<file path="src/rtl/seq_divider_pkg.sv">
// rtl/seq_divider_pkg.sv - shared types and helpers for the sequential divider
package seq_divider_pkg;

    typedef enum logic [1:0] {
        IDLE = 2'd0,
        OP   = 2'd1,
        DONE = 2'd2
    } state_t;

    // Iteration counter must hold the value WIDTH itself
    function automatic int cnt_width(input int width);
        return $clog2(width + 1);
    endfunction

endpackage

</file>
<file path="src/rtl/seq_divider_step.sv">
// rtl/seq_divider_step.sv - one restoring-division iteration (compare, subtract, shift)
module seq_divider_step #(
    parameter int WIDTH = 32
) (
    input  logic [WIDTH-1:0] rem_in,
    input  logic             next_bit,
    input  logic [WIDTH-1:0] divisor,
    output logic [WIDTH-1:0] rem_out,
    output logic             q_bit
);

    logic [WIDTH:0]   partial;
    logic [WIDTH-1:0] diff;

    // The compare is WIDTH+1 bits wide so divisors with the MSB set are handled;
    // when partial >= divisor the difference is below divisor, so WIDTH bits suffice.
    always_comb begin
        partial = {rem_in, next_bit};
        q_bit   = (partial >= {1'b0, divisor});
        diff    = partial[WIDTH-1:0] - divisor;
        rem_out = q_bit ? diff : partial[WIDTH-1:0];
    end

endmodule

</file>
<file path="src/rtl/seq_divider.sv">
// rtl/seq_divider.sv - multi-cycle restoring divider, optional signed mode via SEQ_DIVIDER_SIGNED_EN
module seq_divider
    import seq_divider_pkg::*;
#(
    parameter int WIDTH = 32
) (
    input  logic             clk_i,
    input  logic             reset_i,
    input  logic             start_i,
    input  logic [WIDTH-1:0] dividend_i,
    input  logic [WIDTH-1:0] divisor_i,
`ifdef SEQ_DIVIDER_SIGNED_EN
    input  logic             signed_i,
`endif
    output logic             ready_o,
    output logic             done_o,
    output logic [WIDTH-1:0] quotient_o,
    output logic [WIDTH-1:0] remainder_o,
    output logic             div_zero_o
);

    localparam int CW = cnt_width(WIDTH);

    state_t           state, state_next;
    logic [WIDTH-1:0] dvd_q;      // dividend bits shift out at the top, quotient bits shift in at the bottom
    logic [WIDTH-1:0] dvs_q;
    logic [WIDTH-1:0] rem_q;
    logic [CW-1:0]    cnt_q;

    logic             accept;
    logic             div_zero_in;
    logic [WIDTH-1:0] dvd_in, dvs_in;
    logic [WIDTH-1:0] step_rem;
    logic             step_bit;
    logic [WIDTH-1:0] quo_next;
    logic [WIDTH-1:0] quo_final, rem_final;

    assign accept      = (state == IDLE) && start_i;
    assign div_zero_in = (divisor_i == '0);
    assign quo_next    = {dvd_q[WIDTH-2:0], step_bit};

`ifdef SEQ_DIVIDER_SIGNED_EN
    logic neg_q_q, neg_r_q;
    logic dvd_neg, dvs_neg;

    // Divide magnitudes; the sign of each result is restored on the way into DONE
    always_comb begin
        dvd_neg   = signed_i & dividend_i[WIDTH-1];
        dvs_neg   = signed_i & divisor_i[WIDTH-1];
        dvd_in    = dvd_neg ? -dividend_i : dividend_i;
        dvs_in    = dvs_neg ? -divisor_i  : divisor_i;
        quo_final = neg_q_q ? -quo_next : quo_next;
        rem_final = neg_r_q ? -step_rem : step_rem;
    end

    // Result sign flags captured with the operands
    always_ff @(posedge clk_i) begin
        if (reset_i) begin
            neg_q_q <= 1'b0;
            neg_r_q <= 1'b0;
        end else if (accept) begin
            neg_q_q <= dvd_neg ^ dvs_neg;
            neg_r_q <= dvd_neg;
        end
    end
`else
    // Unsigned only: operands and results pass straight through
    always_comb begin
        dvd_in    = dividend_i;
        dvs_in    = divisor_i;
        quo_final = quo_next;
        rem_final = step_rem;
    end
`endif

    seq_divider_step #(.WIDTH(WIDTH)) u_step (
        .rem_in   (rem_q),
        .next_bit (dvd_q[WIDTH-1]),
        .divisor  (dvs_q),
        .rem_out  (step_rem),
        .q_bit    (step_bit)
    );

    // State register
    always_ff @(posedge clk_i) begin
        if (reset_i) state <= IDLE;
        else         state <= state_next;
    end

    // Next-state logic; a zero divisor skips the iterations entirely
    always_comb begin
        state_next = IDLE;
        case (state)
            IDLE:    state_next = start_i ? (div_zero_in ? DONE : OP) : IDLE;
            OP:      state_next = (cnt_q == CW'(1)) ? DONE : OP;
            DONE:    state_next = IDLE;
            default: state_next = IDLE;
        endcase
    end

    // Handshake outputs decoded from state
    always_comb begin
        ready_o = (state == IDLE);
        done_o  = (state == DONE);
    end

    // Datapath: operand capture, one iteration per OP cycle, result registers updated at completion
    always_ff @(posedge clk_i) begin
        if (reset_i) begin
            dvd_q       <= '0;
            dvs_q       <= '0;
            rem_q       <= '0;
            cnt_q       <= '0;
            quotient_o  <= '0;
            remainder_o <= '0;
            div_zero_o  <= 1'b0;
        end else if (accept) begin
            dvd_q      <= dvd_in;
            dvs_q      <= dvs_in;
            rem_q      <= '0;
            cnt_q      <= CW'(WIDTH);
            div_zero_o <= div_zero_in;
            if (div_zero_in) begin
                quotient_o  <= '1;
                remainder_o <= dividend_i;
            end
        end else if (state == OP) begin
            dvd_q <= quo_next;
            rem_q <= step_rem;
            cnt_q <= cnt_q - CW'(1);
            if (cnt_q == CW'(1)) begin
                quotient_o  <= quo_final;
                remainder_o <= rem_final;
            end
        end
    end

endmodule

</file>
<file path="config.mk">
export PLATFORM = sky130hd
export DESIGN_NAME = seq_divider
export DESIGN_NICKNAME = d
export VERILOG_FILES = /design/src/rtl/seq_divider_pkg.sv /design/src/rtl/seq_divider_step.sv /design/src/rtl/seq_divider.sv
export SDC_FILE = /design/constraint.sdc
export NUM_CORES = 1
export LEC_CHECK = 0
export BUFFER_PORTS_ARGS = -buffer_cell sky130_fd_sc_hd__buf_2
export CORE_AREA = 2 2 124 138
export DETAILED_ROUTE_END_ITERATION = 8
export DIE_AREA = 0 0 126 140
export PLACE_DENSITY = 0.77
export SYNTH_ARGS = -nofsm -noshare
export SYNTH_HDL_FRONTEND = slang
export SYNTH_SLANG_ARGS = --single-unit
</file>
<file path="constraint.sdc">
create_clock -name clk_i -period 3.39 [get_ports clk_i]
set_clock_uncertainty 0.15 [all_clocks]
set_input_delay 0.339 -clock clk_i [delete_from_list [all_inputs] [get_ports clk_i]]
set_output_delay 0.339 -clock clk_i [all_outputs]
set_load 0.01 [all_outputs]
</file>
Word-level counts from Yosys, hierarchy flattened
Cells that the tools add are included.
- $add $sub $neg: 2
- multipliers: 0
- div/mod/pow operators: 0
- $lt $le $gt $ge: 1
- equality and inequality tests: 4
- shift-type cells: 0
- multiplexer cells: 17
- bitwise gates (word level): 0
- reduce and logical (&&, ||, !) cells: 7
- operators with widths (cell ; count):
    two-way mux 32 bit ; 11
    >= comparator 33 x 32 -> 1 bit ; 1
    zero test 32 bit ; 1
    subtractor 32 bit ; 1
    two-way mux 6 bit ; 2
    == test 6 x 1 -> 1 bit (second input constant) ; 1
    two-way mux 2 bit ; 3
    subtractor 6 x 1 -> 6 bit (second input constant) ; 1
    case mux 2 bit (2 select lines) ; 1
    nonzero test 2 bit ; 2
    AND reduction 3 bit ; 1
    == test 2 x 1 -> 1 bit (second input constant) ; 1
    == test 2 bit (second input constant) ; 1
    zero test 2 bit ; 1
    != test 2 x 1 -> 1 bit (second input constant) ; 1
    OR reduction 2 bit ; 1
    logical AND 1 bit ; 1
- register bits: 169
- bits in latches: 0
- bits in writable memories: 0
- bits in read-only memories: 0
- input bits: 67
- output and inout port bits: 67
- word-level logic and storage cells: 40
- memories kept: 0

Longest topological paths before layout
Gate-level depths: netlist of run 1.
- word-level depth: 5
- depth in mapped cells: 13
- gate-level depth less buffers: 13

Modules after synthesis
Synthesis of run 1 repeated with hierarchy kept, for this count alone.
- cells, all modules: 1212
- area total of the unflattened synthesis: 9472.8 µm²
- by module, submodules not included (module ; times used ; cells each ; area an instance (µm²) ; seq. area each (µm²)):
    seq_divider ; 1 ; 889 ; 7141.8 ; 3383.2
    seq_divider_step ; 1 ; 323 ; 2331.0 ; 0.0

Worst setup path after synthesis of run 1
Ideal clock, no wire load.
- path kind: reg2reg
- from: reg dvs_q[9]
- to: reg remainder_o[25]
- setup time: 0.060 ns
- data arrival time: 2.607 ns
- data required time: 3.180 ns
- path slack: 0.573 ns
- stages on the path, launching flop included: 14
- buffers on the path: 2
- period minus slack after synthesis: 2.817 ns
- path through: dfxtp_1 inv_1 ha_1 buf_2 a21o_1 a21o_1 o211ai_2 o311ai_4 a31oi_4 o21ai_4 buf_8 mux2i_1 a2111oi_0 a31o_1
- longest elaborated chain between the ends: 5
- elaborated cells between the ends (all ways): 6
- classes of those cells: 1 x add/sub; 1 x order compare; 4 x mux
- RTL lines (element ; line ; RTL):
    from (decl) ; seq_divider.sv:26 ; logic [WIDTH-1:0] dvs_q;
    from (signal assigned) ; seq_divider.sv:119 ; dvs_q <= dvs_in;
    subtractor 32 bit or >= comparator 33 x 32 -> 1 bit (tied branches) ; seq_divider_step.sv:20, seq_divider_step.sv:19 ;
    two-way mux 32 bit (*) ; seq_divider_step.sv:21 ; rem_out = q_bit ? diff : partial[WIDTH-1:0];
    two-way mux 32 bit (*) ; seq_divider.sv:131 ; if (cnt_q == CW'(1)) begin
    two-way mux 32 bit (*) ; seq_divider.sv:127 ; end else if (state == OP) begin
    two-way mux 32 bit (*) ; seq_divider.sv:117 ; end else if (accept) begin
    to (signal assigned) ; seq_divider.sv:125 ; remainder_o <= dividend_i;
    to (signal assigned) ; seq_divider.sv:133 ; remainder_o <= rem_final;
    to (decl) ; seq_divider.sv:18 ; output logic [WIDTH-1:0] remainder_o,
Every way passes the cells marked *; elsewhere a longest branch is shown, timed or not. The select of a mux whose other input is x is not followed.
A chain may end at the register's enable or synchronous reset.

Worst setup path in the final report of run 1
- from: reg dvs_q[1]
- to: reg remainder_o[9]
Same word-level chain as after synthesis.

==> results.toml, run 1 <==
[run_status]
status = "finished clean"

[cells_and_area]
design_area_um2 = 10300
drive_gt1_share_pct = 17.2
fin_util_pct = 63.7
fillCellCount = 1492
nets = 1334
area_growth_pct = 17.8
num_antenna_cells = 0

[placed_design]
io_buffers = 133
placed_cell_area_um2 = 9570
post-dp-hpwl_um = 17700
gp_congestion = 0.943

[drt]
dr_total_vias = 8407
routed_wl_um = 24300
firstDrtPassIters = 5
drt-wirelength-per-cell_um = 16.8
drt_iter0_markers = 688
drc = 0
drt.antenna.violating_nets = 0
viasPerCell = 5.80

[job]
drv_cap = 0

[synth]
yosys.area_share.adder_pct = 5.09
synth_edf_count = 0
ys_types = 67
synth.area.top_cells = "dfxtp_1 (39%), nand2_1 (10%), a21oi_1 (6.6%)"
synthSimpleGateAreaFrac_pct = 19.0
yosys-top-cells-count = "nand2_1 (236), dfxtp_1 (169), a21oi_1 (116)"
synth_top_area_share_pct = 38.7
yosysWarnings = 0
async_reset_ff_share_pct = 0
synth_compound_area_share_pct = 25.9
ys_seq_area_share_pct = 38.7
syn_inst = 1119
synth-xor-area-share_pct = 3.00
yosysMostFrequentCell = "nand2_1"
syn-num-nets = 1221
ys.flop_type = "dfxtp_1"
ys_seq_elements = 169
synth.area.mux_share_pct = 2.67
yosys.area.top_type = "dfxtp_1"
avgSynthCellArea_um2 = 7.82
synth_area_um2 = 8750
synth_top_family_by_area = "compound AO/OA/AOI/OAI gates"

[timing]
rsz0062_at_grt = "false"
setup_viol = 0
period_minus_slack_ps = 3280
fmax_mhz = 305
final.setup.tns_ps = 0
hold_viol_final = 0
drv_slew = 0
worst_pin_slew_ps = 1010
period_share_pct = 96.6
relSlewSlack_pct = 32.4

[die]
dieArea_um2 = 17600
ios = 134
start_util_pct = 54.1
coreArea_um2 = 16200
num_rows = 49
die_x_um = 126
die_h_um = 140

[pwr]
leakage_uw = 0.00418
vdd_drop_max_mv = 0.396
powerDensity_nw_per_um2 = 577

[global_routing]
first_global_vias = 7773
grt_use_total_pct = 27.4
use_met1_pct = 40.3
met2_usage_pct = 42.2
antenna_found_initial = 0
grt_start_max_net_pins = 97
grt_pass1_wl_um = 39700
grt_overflow = 0
use_met3_pct = 4.47
grt-busiest-layer = "met2"

[cts]
numCtsBuffers = 17
cts.path.max_buffers = 2
clock_tree.htree_level_count = 4
cts_sinks = 169
post-cts-setup-buffer-count = 0
clk_pin_slew_ps = 70
clock_latency_ps = 440
cts_root_buf = "clkbuf_16"
cts_tree = "done"

[worst_setup_path]
reg2reg_slack_ps = 110
critPathCaptureType = "register"
crit_type = "reg2reg"
arrival_ps = 3460
worstPathRequired_ps = 3570
start_kind = "register"
cp_max_fo = 21

[hold_path]
hold_path.class = "in2reg"
## state kept, by name, summed over array words and instances (netlist names)
name / flops
cnt_q: 6
div_zero_o: 1
dvd_q: 32
dvs_q: 32
quotient_o: 32
rem_q: 32
remainder_o: 32
state: 2
## final cells by class
| cell class | count | area, µm² | share of cell area, % |
|---|---|---|---|
| repair buffers | 174 | 1030 | 9.95 |
| multi-input cells | 827 | 4910 | 47.7 |
| flip-flops and latches | 169 | 3380 | 32.8 |
| clock inverters | 15 | 145 | 1.41 |
| clock buffers | 17 | 425 | 4.13 |
| well taps | 204 | 255 | 2.48 |
| inverters | 43 | 161 | 1.57 |
## power breakdown
group | total [µW] | leakage, µW | internal, µW | switching (µW)
clock network | 1900 | 0.000278 | 979 | 920
logic | 1880 | 0.00253 | 748 | 1130
registers | 2170 | 0.00138 | 2090 | 85.0
total | 5950 | 0.00418 | 3810 | 2140
## what timing repair did
action | in CTS | in global routing
endpoints found under the setup margin | 0 | 10
hold buffers | 15 | 0
resized for setup | 0 | 7
endpoints found under the hold margin | 15 | 0
## metrics by stage
| stage | hold slack (ps) | std cells | setup WS [ps] | power (µW) |
|---|---|---|---|---|
| CTS | 2.41 | 1449 | 170 | 5930 |
| global placement | 293 | 1402 | 231 | 4030 |
| detailed placement | 296 | 1402 | 182 | 4030 |
| floorplan | 286 | 1119 | 573 | 3540 |
| global route | 9.71 | 1449 | 3.39 | 6240 |
| finish | 5.38 | 1449 | 114 | 5950 |
## critical path, stage by stage, from the launching register on
cell	delay [ps]
dfxtp_1	340
inv_1	90
ha_1	320
nand2b_1	120
a211oi_4	280
nor2_2	110
o311ai_4	360
a31oi_4	210
o21ai_4	230
buf_12	210
mux2i_1	370
a2111oi_0	170
a31o_1	210
## worst paths after layout
check / from / end / cells after the start
hold reg to reg: dvs_q[4]$_SDFFE_PP0P_ / dvs_q[4]$_SDFFE_PP0P_ / 2
setup / recovery: dvs_q[1]$_SDFFE_PP0P_ / remainder_o[9]$_SDFFE_PP0P_ / 12
hold / removal: divisor_i[2] / dvs_q[2]$_SDFFE_PP0P_ / 3
setup reg to reg: dvs_q[1]$_SDFFE_PP0P_ / remainder_o[9]$_SDFFE_PP0P_ / 12
## logic make-up (layout without fill, tap and decap cells)
| logic type | Yosys count | count (layout) |
|---|---|---|
| simple gates | 393 | 393 |
| flops | 169 | 169 |
| buf+inv | 123 | 249 |
| mux | 23 | 23 |
| xor+xnor | 30 | 30 |
| fa+ha+maj | 35 | 35 |
| compound gates | 346 | 346 |
## routing by layer
metal  wire length, µm  part of all wire [%]  vias up
li1                  -                     -     4198
met1             11500                    47     3889
met2             10800                    45      288
met3              1600                   6.6       32
met4               329                   1.4        0
met5                 0                     0        -
## placed cells by master, fill, tap and decap left out, drive strengths merged, types with 28 or more instances in the layout
| cell type | n |
|---|---|
| nor2 | 79 |
| buf | 159 |
| ha | 34 |
| nand2 | 237 |
| o21ai | 46 |
| a31oi | 47 |
| a21oi | 116 |
| a22oi | 28 |
| dfxtp | 169 |
| inv | 52 |
Power figures use the tool's default switching activity.
==> run 2, diff against run 1 <==
Settings changed: BUFFER_PORTS_ARGS -buffer_cell sky130_fd_sc_hd__buf_2 to default, DONT_BUFFER_PORTS from default to 1, PLACE_DENSITY 0.77 to 0.7.
==> run 2 against run 1 <==
Total power grew 3.9%. Final area increased by 0.57%. First-iteration DRC count grew 1.2%. Sequential share of layout area down 0.19 points. Sequential cell count did not move. Critical path depth is 1 higher. Clock-buffer cell count did not move.
==> results.toml, run 2 (synthesis results as in run 1) <==
[run_status]
status = "finished clean"

[die]
start_util_pct = 54.1
coreArea_um2 = 16200
dieArea_um2 = 17600
ios = 134
die_x_um = 126
die_h_um = 140
num_rows = 49

[drt]
drt_iter0_markers = 696
viasPerCell = 5.94
drt-wirelength-per-cell_um = 18.1
routed_wl_um = 25100
firstDrtPassIters = 5
dr_total_vias = 8229
drt.antenna.violating_nets = 0
drc = 0

[timing]
rsz0062_at_grt = "false"
fmax_mhz = 307
period_minus_slack_ps = 3260
drv_slew = 0
final.setup.tns_ps = 0
hold_viol_final = 0
relSlewSlack_pct = 34.0
worst_pin_slew_ps = 988
setup_viol = 0
period_share_pct = 96.2

[worst_setup_path]
r2r_cells = 13
worstSetupStartpoint = "dvd_q[31]$_SDFFE_PP0P_"
crit_type = "reg2reg"
cp_max_fo = 4
start_kind = "register"
critPathCaptureType = "register"
slowest_delay_ps = 410
crit_slowest_cell = "fa_1"
regToRegStartpoint = "dvd_q[31]$_SDFFE_PP0P_"
path_cells = "inv_1 -> ha_1 -> inv_1 -> fa_1 -> a21o_1 -> a221oi_2 -> buf_4 -> o311ai_0 -> a31oi_1 -> xnor2_1 -> nand3_1 -> o211a_1 -> a211oi_1"
worstPathRequired_ps = 3580
reg2reg_slack_ps = 130
reg2reg_to = "remainder_o[28]$_SDFFE_PP0P_"
arrival_ps = 3450
crit_path_frequent_cell = "inv_1"

[pwr]
vdd_drop_max_mv = 0.395
p_int_uw = 4050
p_switching_uw = 2140
leakage_uw = 0.00390
powerDensity_nw_per_um2 = 596
p_comb_share_pct = 31.9
swShare_pct = 34.6
clkPwrFrac_pct = 32.9
seq_power_share_pct = 35.3

[cells_and_area]
design_area_um2 = 10400
num_antenna_cells = 0
final_cell_mix = "nand2_1 (235), dfxtp_1 (169), a21oi_1 (115)"
area_growth_pct = 18.5
nets = 1270
final_common_cell = "nand2_1"
drive_gt1_share_pct = 8.55

[hold_path]
whs_endpoint = "remainder_o[25]$_SDFFE_PP0P_"
hold_path.class = "in2reg"
worstHoldStart = "reset_i"
whs_path_depth = 2

[cts]
cts_sinks = 169
numCtsBuffers = 17
clk_pin_slew_ps = 70
clock_tree.htree_level_count = 4
clock_latency_ps = 430
cts_root_buf = "clkbuf_16"
cts.path.max_buffers = 2
cts_tree = "done"

[placed_design]
io_buffers = 0
gp_congestion = 0.880
placed_cell_area_um2 = 9000
post-dp-hpwl_um = 17500

[global_routing]
first_global_vias = 7772
grt_use_total_pct = 27.9
antenna_found_initial = 0
grt_overflow = 0
grt_start_max_net_pins = 126
grt_pass1_wl_um = 39800

[job]
drv_cap = 0
## run 2: metrics by stage
step	hold WS, ps	cells	setup slack, ps	utilization (%)	power (µW)
finish	22.4	1385	130	64.1	6180
global route	24.9	1385	1.32	64.1	6480
CTS	10.8	1379	16.3	63.6	6100
detailed placement	271	1282	52.8	55.6	3990
global placement	267	1282	153	55.6	3980
floorplan	286	1119	573	-	3540
## run 2: worst max-delay path by stage
stage | slack (ps) | endpoint | depth (start not counted)
detailed placement | 50 | remainder_o[28]$_SDFFE_PP0P_ | 11
global route | 1 | remainder_o[28]$_SDFFE_PP0P_ | 13
floorplan | 570 | remainder_o[25]$_SDFFE_PP0P_ | 13
finish | 130 | remainder_o[28]$_SDFFE_PP0P_ | 13
CTS | 20 | remainder_o[28]$_SDFFE_PP0P_ | 11
global placement | 150 | remainder_o[28]$_SDFFE_PP0P_ | 11
## run 2: final cells by class
cell class                      count  area, µm²
Timing Repair Buffer              110       1030
Clock inverter                     15        191
Fill cell                        1457       5820
Sequential cell                   169       3380
Inverter                           43        161
Clock buffer                       17        425
Tap cell                          204        255
Multi-Input combinational cell    827       4920
## run 2: timing repair
item                                    CTS  global route
resized for setup                         0             4
hold buffers                             65             0
endpoints found under the setup margin    0            30
hold endpoints to repair                126             0
setup buffers                             0             6
## run 2: power by group through the flow
stage	clock network [µW]	logic [µW]	registers (µW)
finish	2030	1970	2180
global route	2140	2150	2190
CTS	2050	1870	2180
detailed placement	0	1760	2220
global placement	0	1760	2220
floorplan	0	1350	2190
## run 2: worst max-delay path, delay by kind of cell (launching register included)
family                     cells  cell delay, ps
AOI/OAI and AO/OA              6            1490
adders and majority gates      2             570
buffers and inverters          3             340
DFF                            1             320
xor gates and xnor gates       1             190
and+or+nand+nor                1             110
## run 2: layer usage
metal | global-route usage [%] | wire length (µm) | up-vias
met4 | 8.56 | 422 | 0
met2 | 43.5 | 11300 | 282
met5 | 0 | 0 | -
met1 | 39.6 | 11800 | 3822
li1 | - | - | 4095
met3 | 4.74 | 1630 | 30
==> run 3, diff against run 2 <==
Settings changed: CELL_PAD_IN_SITES_DETAIL_PLACEMENT from default to 0, CELL_PAD_IN_SITES_GLOBAL_PLACEMENT from default to 2, CORE_AREA 2 2 124 138 to 2 2 150 167, DIE_AREA 0 0 126 140 to 0 0 152 169, HOLD_SLACK_MARGIN from default to 0.02, PLACE_DENSITY 0.7 to 0.8.
==> run 3 against run 2 <==
Sequential cell count unchanged. Total power shrank 0.76%. Combinational power rose by 2%. Final cell count is 7.7% higher. Sequential power about the same. First-iteration DRC count fell by 25%. Final area grew 1.1%. Critical path depth down 1. Via count fell by 1.1%. Sequential share of layout area is 0.36 points lower. Clock-buffer cell count up 1. Critical endpoint unchanged. Largest cell class unchanged.
==> results.toml, run 3 (synthesis results as in run 1) <==
[run_status]
status = "finished clean"

[die]
dieArea_um2 = 25700
die_h_um = 169
coreArea_um2 = 24100
die_x_um = 152
ios = 134
start_util_pct = 36.3
num_rows = 60

[drt]
drt.antenna.violating_nets = 0
firstDrtPassIters = 4
dr_total_vias = 8139
drc = 0
viasPerCell = 5.46
routed_wl_um = 27700
drt_iter0_markers = 522
drt-wirelength-per-cell_um = 18.6

[pwr]
clkPwrFrac_pct = 31.8
vdd_drop_max_mv = 0.267
p_int_uw = 3910
swShare_pct = 36.3
seq_power_share_pct = 35.5
leakage_uw = 0.00389
p_switching_uw = 2230
p_comb_share_pct = 32.7
powerDensity_nw_per_um2 = 585

[cts]
clock_tree.htree_level_count = 4
cts_root_buf = "clkbuf_16"
cts_sinks = 169
clk_pin_slew_ps = 70
cts_tree = "done"
clock_latency_ps = 430
numCtsBuffers = 17
cts.path.max_buffers = 2

[timing]
relSlewSlack_pct = 51.0
period_minus_slack_ps = 3210
setup_viol = 0
rsz0062_at_grt = "false"
worst_pin_slew_ps = 725
hold_viol_final = 0
period_share_pct = 94.7
drv_slew = 0
final.setup.tns_ps = 0
fmax_mhz = 311

[global_routing]
grt_overflow = 0
grt_start_max_net_pins = 130
antenna_found_initial = 0
grt_pass1_wl_um = 44000
grt_use_total_pct = 21.2
first_global_vias = 7825

[cells_and_area]
final_cell_mix = "nand2_1 (235), dfxtp_1 (169), a21oi_1 (114)"
area_growth_pct = 19.8
design_area_um2 = 10500
fillCellCount = 2439
nets = 1271
num_antenna_cells = 0
final_common_cell = "nand2_1"
drive_gt1_share_pct = 8.71

[placed_design]
io_buffers = 0
gp_congestion = 0.851
post-dp-hpwl_um = 20100
placed_cell_area_um2 = 9180

[worst_setup_path]
worstPathRequired_ps = 3580
critPathCaptureType = "register"
crit_type = "reg2reg"
arrival_ps = 3410
cp_max_fo = 4
start_kind = "register"

[hold_path]
hold_path.class = "in2reg"

[job]
drv_cap = 0
[run 3: cell count changes in the layout (fill, tap and decap cells not counted), moves of 2 or more]
cell | before | now
bufinv_16 | 2 | 0
clkinv_4 | 2 | 4
inv_6 | 6 | 1
inv_8 | 4 | 7
nor3_1 | 9 | 7
nor3_2 | 0 | 2
[run 3: final timing paths]
kind,from,end,slack [ps],cells after the start
max,dvs_q[0]$_SDFFE_PP0P_,remainder_o[28]$_SDFFE_PP0P_,180,12
min reg2reg,dvs_q[17]$_SDFFE_PP0P_,dvs_q[17]$_SDFFE_PP0P_,300,2
min,dividend_i[12],remainder_o[12]$_SDFFE_PP0P_,40,3
max reg2reg,dvs_q[0]$_SDFFE_PP0P_,remainder_o[28]$_SDFFE_PP0P_,180,12
[run 3: cell type report]
cell class              count  area, µm²  share of cell area, %
clock inverters            14        155                   1.48
inverters                  43        161                   1.54
well taps                 310        388                   3.70
flip-flops and latches    169       3380                   32.3
repair buffers            111       1040                   9.91
clock buffers              18        429                   4.09
multi-input cells         827       4930                   47.0
[run 3: through the flow]
step	std cells	utilization [%]	hold WS [ps]	power (µW)	setup WS, ps
2_1_floorplan	1119	-	286	3540	573
3_3_place_gp	1393	38.1	269	4080	99.9
3_5_place_dp	1393	38.1	272	4070	109
4_1_cts	1490	43.3	21.4	6120	75.0
5_1_grt	1492	43.5	32.4	6460	7.73
6_report	1492	43.5	37.2	6140	178
[run 3: metal layers]
layer | wire, µm | share of wire, % | vias up | global-route usage, %
met1 | 13700 | 49 | 3831 | 30.2
met4 | 467 | 1.7 | 0 | 5.93
met3 | 1310 | 4.7 | 28 | 4.17
met5 | 0 | 0 | - | 0
li1 | - | - | 4079 | -
met2 | 12200 | 44 | 201 | 32.8
[run 3: what timing repair did]
item,CTS,global route
endpoints found under the hold margin,130,0
resized for setup,0,7
hold buffers,65,0
setup buffers,0,2
setup endpoints to repair,0,29
[run 3: power groups by stage]
stage | registers (µW) | clock network (µW) | logic, µW
after floorplan | 2190 | 0 | 1350
after global placement | 2220 | 0 | 1860
after detailed placement | 2220 | 0 | 1850
after CTS | 2180 | 1990 | 1950
after global routing | 2190 | 2070 | 2200
final | 2180 | 1950 | 2010
[run 3: worst max-delay path: stages, from the launching register on]
cell	delay [ps]
dfxtp_1	360
ha_1	170
inv_1	50
fa_1	400
a21o_1	220
a221oi_2	340
buf_4	200
o311ai_0	230
a31oi_1	290
xnor2_1	180
nand3_1	120
o211a_1	160
a211oi_1	230
